File: src/rtl/clock_ctrl_pkg.sv
// clock_ctrl_pkg: shared definitions for the clock time controller.
//   mode_t    : controller state, which is also the visible mode encoding
//   SEC_MOD   : seconds field modulus
//   MIN_MOD   : minutes field modulus
//   wrap_inc  : field value plus one, wrapped to 0 at or above the modulus
package clock_ctrl_pkg;

   typedef enum logic [1:0] {
      RUN     = 2'd0,
      SET_HR  = 2'd1,
      SET_MIN = 2'd2,
      SET_SEC = 2'd3
   } mode_t;

   localparam int unsigned SEC_MOD = 60;
   localparam int unsigned MIN_MOD = 60;

   // An out-of-range input (q >= modulus) also lands on 0, because q+1 is
   // then above the modulus as well.
   function automatic logic [6:0] wrap_inc(input logic [6:0] q, input int unsigned modulus);
      logic [7:0] sum;
      sum = {1'b0, q} + 8'd1;
      if ({24'd0, sum} >= modulus) begin
         return 7'd0;
      end
      return sum[6:0];
   endfunction

endpackage

File: src/rtl/clock_time_ctrl_btn_edge.sv
// btn_edge: synchronous rising-edge detector for a debounced button level.
//   clk   : system clock
//   rst_n : synchronous active-low reset
//   btn   : debounced button level
//   rise  : high in the cycle where btn is 1 and was 0 the cycle before
// The history register resets to 1 so a button held through reset is not
// seen as a press when reset is released.
module btn_edge (
   input  logic clk,
   input  logic rst_n,
   input  logic btn,
   output logic rise
);

   logic prev_reg;

   always_ff @(posedge clk) begin
      if (!rst_n) begin
         prev_reg <= 1'b1;
      end else begin
         prev_reg <= btn;
      end
   end

   assign rise = btn & ~prev_reg;

endmodule

File: src/rtl/clock_time_ctrl.sv
// clock_time_ctrl: run/set controller for an external hh:mm:ss counter chain.
//   HR_MAX                     : hour field modulus
//   clk, rst_n                 : system clock, synchronous active-low reset
//   tick_1hz                   : one-cycle pulse per second
//   btn_mode, btn_inc          : debounced button levels
//   sec_q, min_q, hr_q         : current counter values
//   sec_rco, min_rco           : counter carries
//   sec_en, min_en, hr_en      : count enables (combinational, RUN only)
//   sec_load, min_load, hr_load: registered one-cycle preset strobes
//   load_data                  : registered preset value, holds between loads
//   mode                       : current state encoding
//   blink_mask                 : {hr,min,sec} blanking mask
// Optional feature: define CLOCK_CTRL_BLINK_EN to blink the selected field
// while setting; otherwise blink_mask is constant 000.
module clock_time_ctrl
   import clock_ctrl_pkg::*;
#(
   parameter int unsigned HR_MAX = 24
) (
   input  logic       clk,
   input  logic       rst_n,
   input  logic       tick_1hz,
   input  logic       btn_mode,
   input  logic       btn_inc,
   input  logic [6:0] sec_q,
   input  logic [6:0] min_q,
   input  logic [6:0] hr_q,
   input  logic       sec_rco,
   input  logic       min_rco,
   output logic       sec_en,
   output logic       min_en,
   output logic       hr_en,
   output logic       sec_load,
   output logic       min_load,
   output logic       hr_load,
   output logic [6:0] load_data,
   output logic [1:0] mode,
   output logic [2:0] blink_mask
);

   mode_t      state_reg;
   logic       sec_load_reg, min_load_reg, hr_load_reg;
   logic [6:0] load_data_reg;

   // bit 0 = mode button, bit 1 = inc button
   logic [1:0] btn_bus;
   logic [1:0] rise_bus;
   logic       mode_rise, inc_rise;

   assign btn_bus = {btn_inc, btn_mode};

   genvar gi;
   generate
      for (gi = 0; gi < 2; gi++) begin : g_edge
         btn_edge u_edge (
            .clk   (clk),
            .rst_n (rst_n),
            .btn   (btn_bus[gi]),
            .rise  (rise_bus[gi])
         );
      end
   endgenerate

   assign mode_rise = rise_bus[0];
   assign inc_rise  = rise_bus[1];

   // A mode press wins over a simultaneous inc press; the inc is dropped.
   always_ff @(posedge clk) begin
      if (!rst_n) begin
         state_reg     <= RUN;
         sec_load_reg  <= 1'b0;
         min_load_reg  <= 1'b0;
         hr_load_reg   <= 1'b0;
         load_data_reg <= 7'd0;
      end else begin
         sec_load_reg <= 1'b0;
         min_load_reg <= 1'b0;
         hr_load_reg  <= 1'b0;
         if (mode_rise) begin
            case (state_reg)
               RUN:     state_reg <= SET_HR;
               SET_HR:  state_reg <= SET_MIN;
               SET_MIN: state_reg <= SET_SEC;
               default: state_reg <= RUN;
            endcase
         end else if (inc_rise) begin
            case (state_reg)
               SET_HR: begin
                  hr_load_reg   <= 1'b1;
                  load_data_reg <= wrap_inc(hr_q, HR_MAX);
               end
               SET_MIN: begin
                  min_load_reg  <= 1'b1;
                  load_data_reg <= wrap_inc(min_q, MIN_MOD);
               end
               SET_SEC: begin
                  sec_load_reg  <= 1'b1;
                  load_data_reg <= wrap_inc(sec_q, SEC_MOD);
               end
               default: ;
            endcase
         end
      end
   end

   // Enables follow the current state, so a tick arriving in the same cycle
   // as the RUN->SET_HR press is still counted.
   always_comb begin
      sec_en = 1'b0;
      min_en = 1'b0;
      hr_en  = 1'b0;
      if (state_reg == RUN) begin
         sec_en = tick_1hz;
         min_en = sec_rco;
         hr_en  = min_rco;
      end
   end

   assign mode      = state_reg;
   assign sec_load  = sec_load_reg;
   assign min_load  = min_load_reg;
   assign hr_load   = hr_load_reg;
   assign load_data = load_data_reg;

`ifdef CLOCK_CTRL_BLINK_EN
   logic phase_reg;

   always_ff @(posedge clk) begin
      if (!rst_n) begin
         phase_reg <= 1'b0;
      end else if (tick_1hz) begin
         phase_reg <= ~phase_reg;
      end
   end

   always_comb begin
      blink_mask = 3'b000;
      case (state_reg)
         SET_HR:  blink_mask[2] = phase_reg;
         SET_MIN: blink_mask[1] = phase_reg;
         SET_SEC: blink_mask[0] = phase_reg;
         default: ;
      endcase
   end
`else
   assign blink_mask = 3'b000;
`endif

endmodule
File: config.mk
export PLATFORM = sky130hd
export DESIGN_NAME = clock_time_ctrl
export DESIGN_NICKNAME = d
export VERILOG_FILES = /design/src/rtl/clock_ctrl_pkg.sv /design/src/rtl/clock_time_ctrl_btn_edge.sv /design/src/rtl/clock_time_ctrl.sv
export SDC_FILE = /design/constraint.sdc
export NUM_CORES = 1
export LEC_CHECK = 0
export CORE_ASPECT_RATIO = 0.75
export CORE_MARGIN = 2
export CORE_UTILIZATION = 60
export DETAILED_ROUTE_END_ITERATION = 16
export DONT_BUFFER_PORTS = 1
export HOLD_SLACK_MARGIN = 0.03
export MAX_ROUTING_LAYER = met4
export PLACE_DENSITY = 0.76
export SLEW_MARGIN = 0
export SYNTH_ARGS = -nofsm -noshare
export SYNTH_HDL_FRONTEND = slang
export SYNTH_SLANG_ARGS = --single-unit
File: constraint.sdc
create_clock -name clk -period 2.65 [get_ports clk]
set_input_delay 0.3975 -clock clk [delete_from_list [all_inputs] [get_ports clk]]
set_output_delay 0.3975 -clock clk [all_outputs]
set_load 0.005 [all_outputs]
* Yosys cells after proc, flatten, opt, wreduce, memory -nomap -nowiden
Index checks and enable logic that the tools add are counted.
** Storage, ports and cells
- Flip-flop bits (word level) :: 14
- Latch bits :: 0
- RAM bits :: 0
- ROM bits :: 0
- Input bits :: 28
- Word-level logic and storage cells :: 56
- Memories kept :: 0
** Operators by class
- Add/subtract/negate cells :: 3
- Multipliers :: 0
- Div/mod/pow operators :: 0
- $lt $le $gt $ge :: 3
- Eq/ne operators :: 3
- Shifts and indexed selects :: 0
- Muxes and demuxes :: 29
- Bitwise operators :: 7
- Reductions and logical operators :: 4
** Operator list (number)
- $mux W7 :: 6
- $add A7 B1 Y8 const B :: 3
- $mux W1 :: 21
- $pmux W7 S3 :: 1
- $ge A8 B6 Y1 const B :: 2
- $ge A8 B5 Y1 const B :: 1
- $pmux W2 S3 :: 1
- $not A1 Y1 :: 5
- $eq A2 B2 Y1 const B :: 2
- $reduce_and A3 Y1 :: 1
- $reduce_bool A3 Y1 :: 1
- $reduce_or A3 Y1 :: 1
- $and A1 B1 Y1 :: 2
- $eq A2 B1 Y1 const B :: 1
- $logic_not A2 Y1 :: 1

* Depth between registers and ports, before layout
Gate-level depths: netlist (run 1).
- Word-level depth :: 9
- Gate-level depth with buffers :: 7
- Gate-level depth less buffers :: 7

* Cells and area by module
From an unflattened synthesis (run 1), not the netlist that was laid out.
** Second synthesis, totals
- Cells, all modules :: 151
- Area total of the unflattened synthesis :: 1248.7 um^2
** Modules (own cells, without submodules)
- clock_time_ctrl :: instances 1, cells each 145, area each 1168.6 um^2, sequential area each 240.2 um^2
- btn_edge :: instances 2, cells each 3, area each 40.0 um^2, sequential area each 20.0 um^2

* Worst setup path before layout (run 1)
Ideal clock, no wire load.
- Kind :: register to register
- Start :: register state_reg[0] (netlist: mode[0])
- End :: register load_data_reg[3] (netlist: load_data[3])
- Data arrival time :: 1.822 ns
- Required time :: 2.573 ns
- Setup slack :: 0.752 ns
- Cell stages (with the launch flop) :: 8
- Buffers on the path :: 0
- Period minus slack after synthesis :: 1.898 ns
- Cells stage by stage :: dfxtp_1 inv_1 ha_1 or3_1 a211o_1 nor3_2 nand2_1 a41oi_2
** Between the ends
- Word-level cells in the longest chain between the ends :: 3
- Elaborated cells on any way between the ends :: 6
- Classes of those cells :: 3 x eq/ne; 1 x mux; 2 x reduce/logical
** RTL lines
- from (decl) :: line clock_time_ctrl.sv:41 : mode_t state_reg;
- from (signal assigned) :: line clock_time_ctrl.sv:70 : state_reg <= RUN;
- from (signal assigned) :: line clock_time_ctrl.sv:81 : RUN: state_reg <= SET_HR;
- from (signal assigned) :: line clock_time_ctrl.sv:82 : SET_HR: state_reg <= SET_MIN;
- $eq A2 B2 Y1 or $eq A2 B1 Y1 (tied branches) :: line clock_time_ctrl.sv:87 : case (state_reg)
- $reduce_bool A3 Y1 (no line)
- $reduce_and A3 Y1 (no line)
- to (signal assigned) :: line clock_time_ctrl.sv:90 : load_data_reg <= wrap_inc(hr_q, HR_MAX);
- to (signal assigned) :: line clock_time_ctrl.sv:94 : load_data_reg <= wrap_inc(min_q, MIN_MOD);
- to (signal assigned) :: line clock_time_ctrl.sv:98 : load_data_reg <= wrap_inc(sec_q, SEC_MOD);
- to (decl) :: line clock_time_ctrl.sv:43 : logic [6:0] load_data_reg;
Several ways; a longest one is shown, not always the timed one.
A chain may end at the register's enable or synchronous reset.

* Final worst setup path (run 1)
- Start :: register state_reg[0] (netlist: mode[0])
- End :: register load_data_reg[1] (netlist: load_data[1])
The elaborated chain is that of the path after synthesis.

==> results of run 1 <==
-- cell type report --
class                      count  area [um^2]
sequential                    14          280
multi-input combinational    119          863
fill                         166          568
timing repair buffer           1         7.51
inverter                       6         22.5
clock buffer                   4         36.3
tap                           22         27.5
-- metal layers --
layer  part of all wire  wire length (um)
met5                  0                 0
met4                  0                 0
met3              0.076               204
met2               0.42              1140
met1               0.50              1340
-- power by group through the flow --
stage | Sequential, W | Clock (W) | Combinational, W
6_report | 0.000217 | 0.000152 | 0.0000762
4_1_cts | 0.000217 | 0.000152 | 0.0000761
3_3_place_gp | 0.000222 | 0 | 0.0000736
5_1_grt | 0.000218 | 0.000165 | 0.0000839
2_1_floorplan | 0.000221 | 0 | 0.0000699
3_5_place_dp | 0.000222 | 0 | 0.0000754
-- synth_stat cells, types with 5 or more instances --
cell type	number	share of area
dfxtp_1	14	0.23
ha_1	9	0.094
nand2_1	9	0.028
nand3_1	8	0.034
nor2_1	7	0.022
o21ai_0	7	0.029
a21oi_1	6	0.025
inv_1	6	0.019
xnor2_1	6	0.044
nand3b_1	5	0.031
-- worst max path at each step --
stage,from,endpoint,slack [ns],cells past startpoint
finish,mode[0],load_data[1],0.54,7
global route,mode[0],load_data[1],0.38,7
CTS,mode[0],load_data[3],0.54,7
detailed placement,mode[0],load_data[3],0.57,7
global placement,mode[0],load_data[3],0.66,7
floorplan,mode[0],load_data[3],0.75,7
-- metrics by stage --
| stage | power, W | utilization |
|---|---|---|
| finish | 0.000445 | 0.685 |
| global route | 0.000466 | 0.685 |
| CTS | 0.000446 | 0.685 |
| detailed placement | 0.000298 | 0.665 |
| global placement | 0.000296 | 0.665 |
| floorplan | 0.000291 | - |
-- worst max-delay path, delay by kind of cell, from the launching register on --
family          cells  cell delay, ns
buf+inv             1            0.13
fa+ha+maj           1            0.26
compound gates      3            0.60
simple gates        2            0.61
flops               1            0.43
-- kinds of logic (layout without fill, tap and decap cells) --
group / Yosys count / count (layout)
AO/OA/AOI/OAI: 37 / 37
XOR/XNOR: 10 / 10
adder cells (fa/ha/maj): 9 / 9
buffers and inverters: 12 / 11
flip-flops: 14 / 14
other: 1 / 3
AND/OR/NAND/NOR: 60 / 60
==> metrics.yaml, run 1 <==
clock_network:
  cts_buffer_depth: 2
  cts_tree: "done"
  cts_hold_buf: 0
  cts_buffers: 3
  insertion_delay_ns: 0.28
  cts_setup_buffers: 0
  path_clk_slew_ns: 0.09
  root_buffer: "clkbuf_4"
  cts-resized-gates: 0
  htree_levels: 1
  numClockSinks: 14
grt:
  grt_use_met3: 0.0772
  met1_usage: 0.328
  grt-ovfl-total: 0
  grt_pass1_wl_um: 4530
  met2_usage: 0.376
  grt_pass1_vias: 1012
  grt_max_degree: 15
  track_usage: 0.246
  grt-busiest-layer: "met2"
  antenna_found_initial: 0
final_layout:
  final_area_um2: 1240
  synthToLayoutAreaGrowth_pct: 3.56
  layoutNonFillerInstCount: 166
  layout.nets: 182
  n_antenna_cell: 0
  drive_gt1_frac: 0.0903
  final_common_cell: "dfxtp_1"
  final_cell_mix: "dfxtp_1 (14), nand2_1 (9), ha_1 (9)"
  largest_reg_flops: 7
yosys:
  ys_ff_latch: 14
  synth.mux.area_fraction: 0
  ys_seq_area_frac: 0.235
  syn_area_um2: 1190
  synth_fa_ha_area_frac: 0.0942
  synth_compound_area_frac: 0.248
  syn_inst: 143
  synth_top_family_by_area: "simple AND/OR/NAND/NOR gates"
  syn_area_per_cell_um2: 8.36
  synth_xor_area_frac: 0.0733
  synth_edf_count: 0
  synthArstFlopShare: 0
  yosysWarnings: 0
  yosys.area_share.simple: 0.297
  yosysUniqueCellTypes: 48
  synthFlopType: "dfxtp_1"
detailed_routing:
  routed-via-count: 1030
  drtPass1Iterations: 4
  route.detailed.drc: 0
  routedWlPerCell_um: 16.1
  wirelength_um: 2680
  antenna_left: 0
  first_iter_violations: 34
  viasPerCell: 6.20
worst_setup_path:
  reg2regPathDepth: 7
  cp.required_ns: 2.85
  path_class: "register to register"
  cp_slowest_cell: "dfxtp_1"
  cp-end-kind: "register"
  crit_chain: "inv_1, ha_1, or3_1, a211o_1, nor3_2, a22oi_1, a31oi_1"
  cp.arrival_ns: 2.32
  regToRegEndpoint: "load_data[1]"
  r2r_start: "mode[0]"
  rrSetupSlack_ns: 0.54
  cp-start-kind: "register"
  crit_fanout: 5
  critical_path.max_stage_delay_ns: 0.43
floorplanning:
  io_pins: 46
  initial_core_util: 0.662
  rows: 13
  die_area_um2: 2370
  dieWidth_um: 55.5
  fp.dieH_um: 42.6
  coreArea_um2: 1810
pwr:
  internal_power_w: 0.000335
  clock_power_share: 0.341
  peakVddDrop_mv: 0.363
  leakage_nw: 0.460
  switching_power_w: 0.000110
  power_frac_seq: 0.488
  switching_share: 0.247
  pwr-share-comb: 0.171
  power_density_nw_per_um2: 360
sta:
  finalSetupViolCount: 0
  fin_crit_ns: 2.11
  finalCritPeriodShare: 0.798
  setup_ws_ns: 0.536
  setup_tns_ns: 0
  relSlewSlack: 0.456
  worst_pin_slew_ns: 0.795
  final_hold_viol_count: 0
  drv_slew: 0
  hold_slack_ns: 0.193
  final.setup_skew_ns: 0.0103
  rsz0062_at_grt: "no"
  fmax_mhz: 473
flow_run:
  cap_viol_max_count: 0
hold_path:
  hold_path_depth: 1
  hold_end: "g_edge[1].u_edge.prev_reg"
  hold_path_class: "input pin to register"
  hold_start: "rst_n"
placement:
  io_buffer_count: 0
  gp_congestion: 0.869
  dpl.hpwl_um: 2160
  pre_cts_slack_ns: 0.567
  place_area_um2: 1200
  dp_cells: 162
status:
  status: "finished clean"
(Power assumes the default switching activity.)
==> inputs of run 2 (changes only) <==
Settings changed: CORE_UTILIZATION 60 to 56, PLACE_DENSITY 0.76 to 0.74.
Clock period 2.65 ns to 1.8 ns, I/O delays scaled along.
==> metrics.yaml, run 2 (same netlist as run 1, synthesis figures left out) <==
detailed_routing:
  viasPerCell: 6.22  # +0.18%
  routedWlPerCell_um: 15.6  # -3.4%
  drtPass1Iterations: 4  # unchanged
  route.detailed.drc: 0  # unchanged
  wirelength_um: 2750  # +2.5%
  first_iter_violations: 29  # -15%
  routed-via-count: 1094  # +6.2%
  antenna_left: 0  # unchanged
sta:
  fmax_mhz: 563  # +19%
  rsz0062_at_grt: "yes"
  worst_pin_slew_ns: 0.713  # -0.0828 ns
  relSlewSlack: 0.513  # +0.0567
  final_hold_viol_count: 0  # unchanged
  finalSetupViolCount: 0  # unchanged
  drv_slew: 0  # unchanged
  finalCritPeriodShare: 0.986  # +0.188
  setup_ws_ns: 0.0253  # -0.510 ns
  final.setup_skew_ns: 0.0127  # +0.00234 ns
  fin_crit_ns: 1.77  # -0.340 ns
worst_setup_path:
  cp-end-kind: "register"
  crit_fanout: 4  # -1
  cp.required_ns: 2.01  # -0.84 ns
  cp.arrival_ns: 1.99  # -0.33 ns
  path_class: "register to register"
  cp_slowest_cell: "or3_4"
  critical_path.max_stage_delay_ns: 0.37  # -0.06 ns
  cp-start-kind: "register"
  crit_chain: "inv_2, ha_4, or3_4, a211o_1, nor3_4, a22oi_1, a31oi_1"
grt:
  antenna_found_initial: 0  # unchanged
  grt_pass1_vias: 1052  # +4.0%
  track_usage: 0.240  # -0.00651
  grt_max_degree: 15  # unchanged
  grt-ovfl-total: 0  # unchanged
  grt_pass1_wl_um: 4550  # +0.62%
placement:
  dpl.hpwl_um: 2180  # +0.85%
  pre_cts_slack_ns: -0.0398  # -0.607 ns
  io_buffer_count: 0  # unchanged
  place_area_um2: 1260  # +4.7%
  gp_congestion: 0.852  # -2.0%
pwr:
  power_density_nw_per_um2: 502  # +40%
  leakage_nw: 0.505  # +9.9%
  finalPower_w: 0.000672  # +51%
  peakVddDrop_mv: 0.420  # +16%
clock_network:
  cts_buffer_depth: 2  # unchanged
  root_buffer: "clkbuf_4"
  cts_tree: "done"
  insertion_delay_ns: 0.28  # about the same
  numClockSinks: 14  # unchanged
  htree_levels: 1  # unchanged
  cts_buffers: 3  # unchanged
  path_clk_slew_ns: 0.09  # about the same
flow_run:
  cap_viol_max_count: 0  # unchanged
final_layout:
  final_area_um2: 1340  # +8.1%
  final_cell_mix: "dfxtp_1 (13), nand2_1 (9), buf_4 (9)"
  layout.nets: 190  # +4.4%
  fillers: 167  # +0.60%
  multi_input_comb_area_um2: 900  # +4.2%
  seqCellArea_um2: 282  # +0.45%
  n_antenna_cell: 0  # unchanged
  drive_gt1_frac: 0.178  # +0.0874
  final_common_cell: "dfxtp_1"
  synthToLayoutAreaGrowth_pct: 11.9
  largest_reg_flops: 7  # unchanged
floorplanning:
  initial_core_util: 0.593  # -0.0686
  die_area_um2: 2520  # +6.6%
  rows: 14  # +1
  io_pins: 46  # unchanged
  dieWidth_um: 57.3  # +3.3%
  coreArea_um2: 2010  # +12%
  fp.dieH_um: 44.0  # +3.2%
hold_path:
  hold_path_class: "input pin to register"
status:
  status: "finished clean"
run 2: layer usage:
metal  vias to the layer above  part of all wire  global-route usage
li1                        543                 -                   -
met3                         0             0.098              0.0866
met1                       502              0.45               0.315
met2                        49              0.46               0.357
met4                         0                 0              0.0465
met5                         -                 0                   -
run 2: worst paths after layout:
kind	cells past startpoint	slack, ns	endpoint	startpoint
worst max-delay path	7	0.03	load_data[1]	mode[0]
worst min-delay path	1	0.07	g_edge[0].u_edge.prev_reg	rst_n
worst max register to register	7	0.03	load_data[1]	mode[0]
worst min register to register	2	0.45	load_data[6]	load_data[6]
run 2: layout make-up:
class	instances	area share
flip-flops and latches	14	0.210
well taps	24	0.0225
repair buffers	9	0.0505
multi-input cells	119	0.673
inverters	6	0.0168
clock buffers	4	0.0271
run 2: repair_timing:
item | 4_1_cts | 5_1_grt
hold buffers | 0 | 0
pin swaps | 5 | 3
buffers inserted | 0 | 1
setup endpoints to repair | 4 | 5
resized for setup | 4 | 3
run 2: worst max-delay path: cells and delay by family (launching register included):
kind | cells | cell delay (ns)
compound gates | 3 | 0.59
simple gates | 2 | 0.55
flops | 1 | 0.36
fa+ha+maj | 1 | 0.15
buf+inv | 1 | 0.05
run 2: report_power, final:
group	switching (W)	internal [W]
clock	0.000103	0.000123
sequential	0.00000374	0.000316
combinational	0.0000627	0.0000636
total	0.000170	0.000502
run 2: stage by stage:
| stage | std cells | utilization | setup TNS, ns | hold slack (ns) |
|---|---|---|---|---|
| 2_1_floorplan | 145 | - | 0 | 0.343 |
| 3_3_place_gp | 171 | 0.624 | 0 | 0.344 |
| 3_5_place_dp | 171 | 0.624 | -0.134 | 0.348 |
| 4_1_cts | 175 | 0.652 | -0.0202 | 0.0621 |
| 5_1_grt | 176 | 0.664 | -0.228 | 0.0455 |
| 6_report | 176 | 0.664 | 0 | 0.0660 |
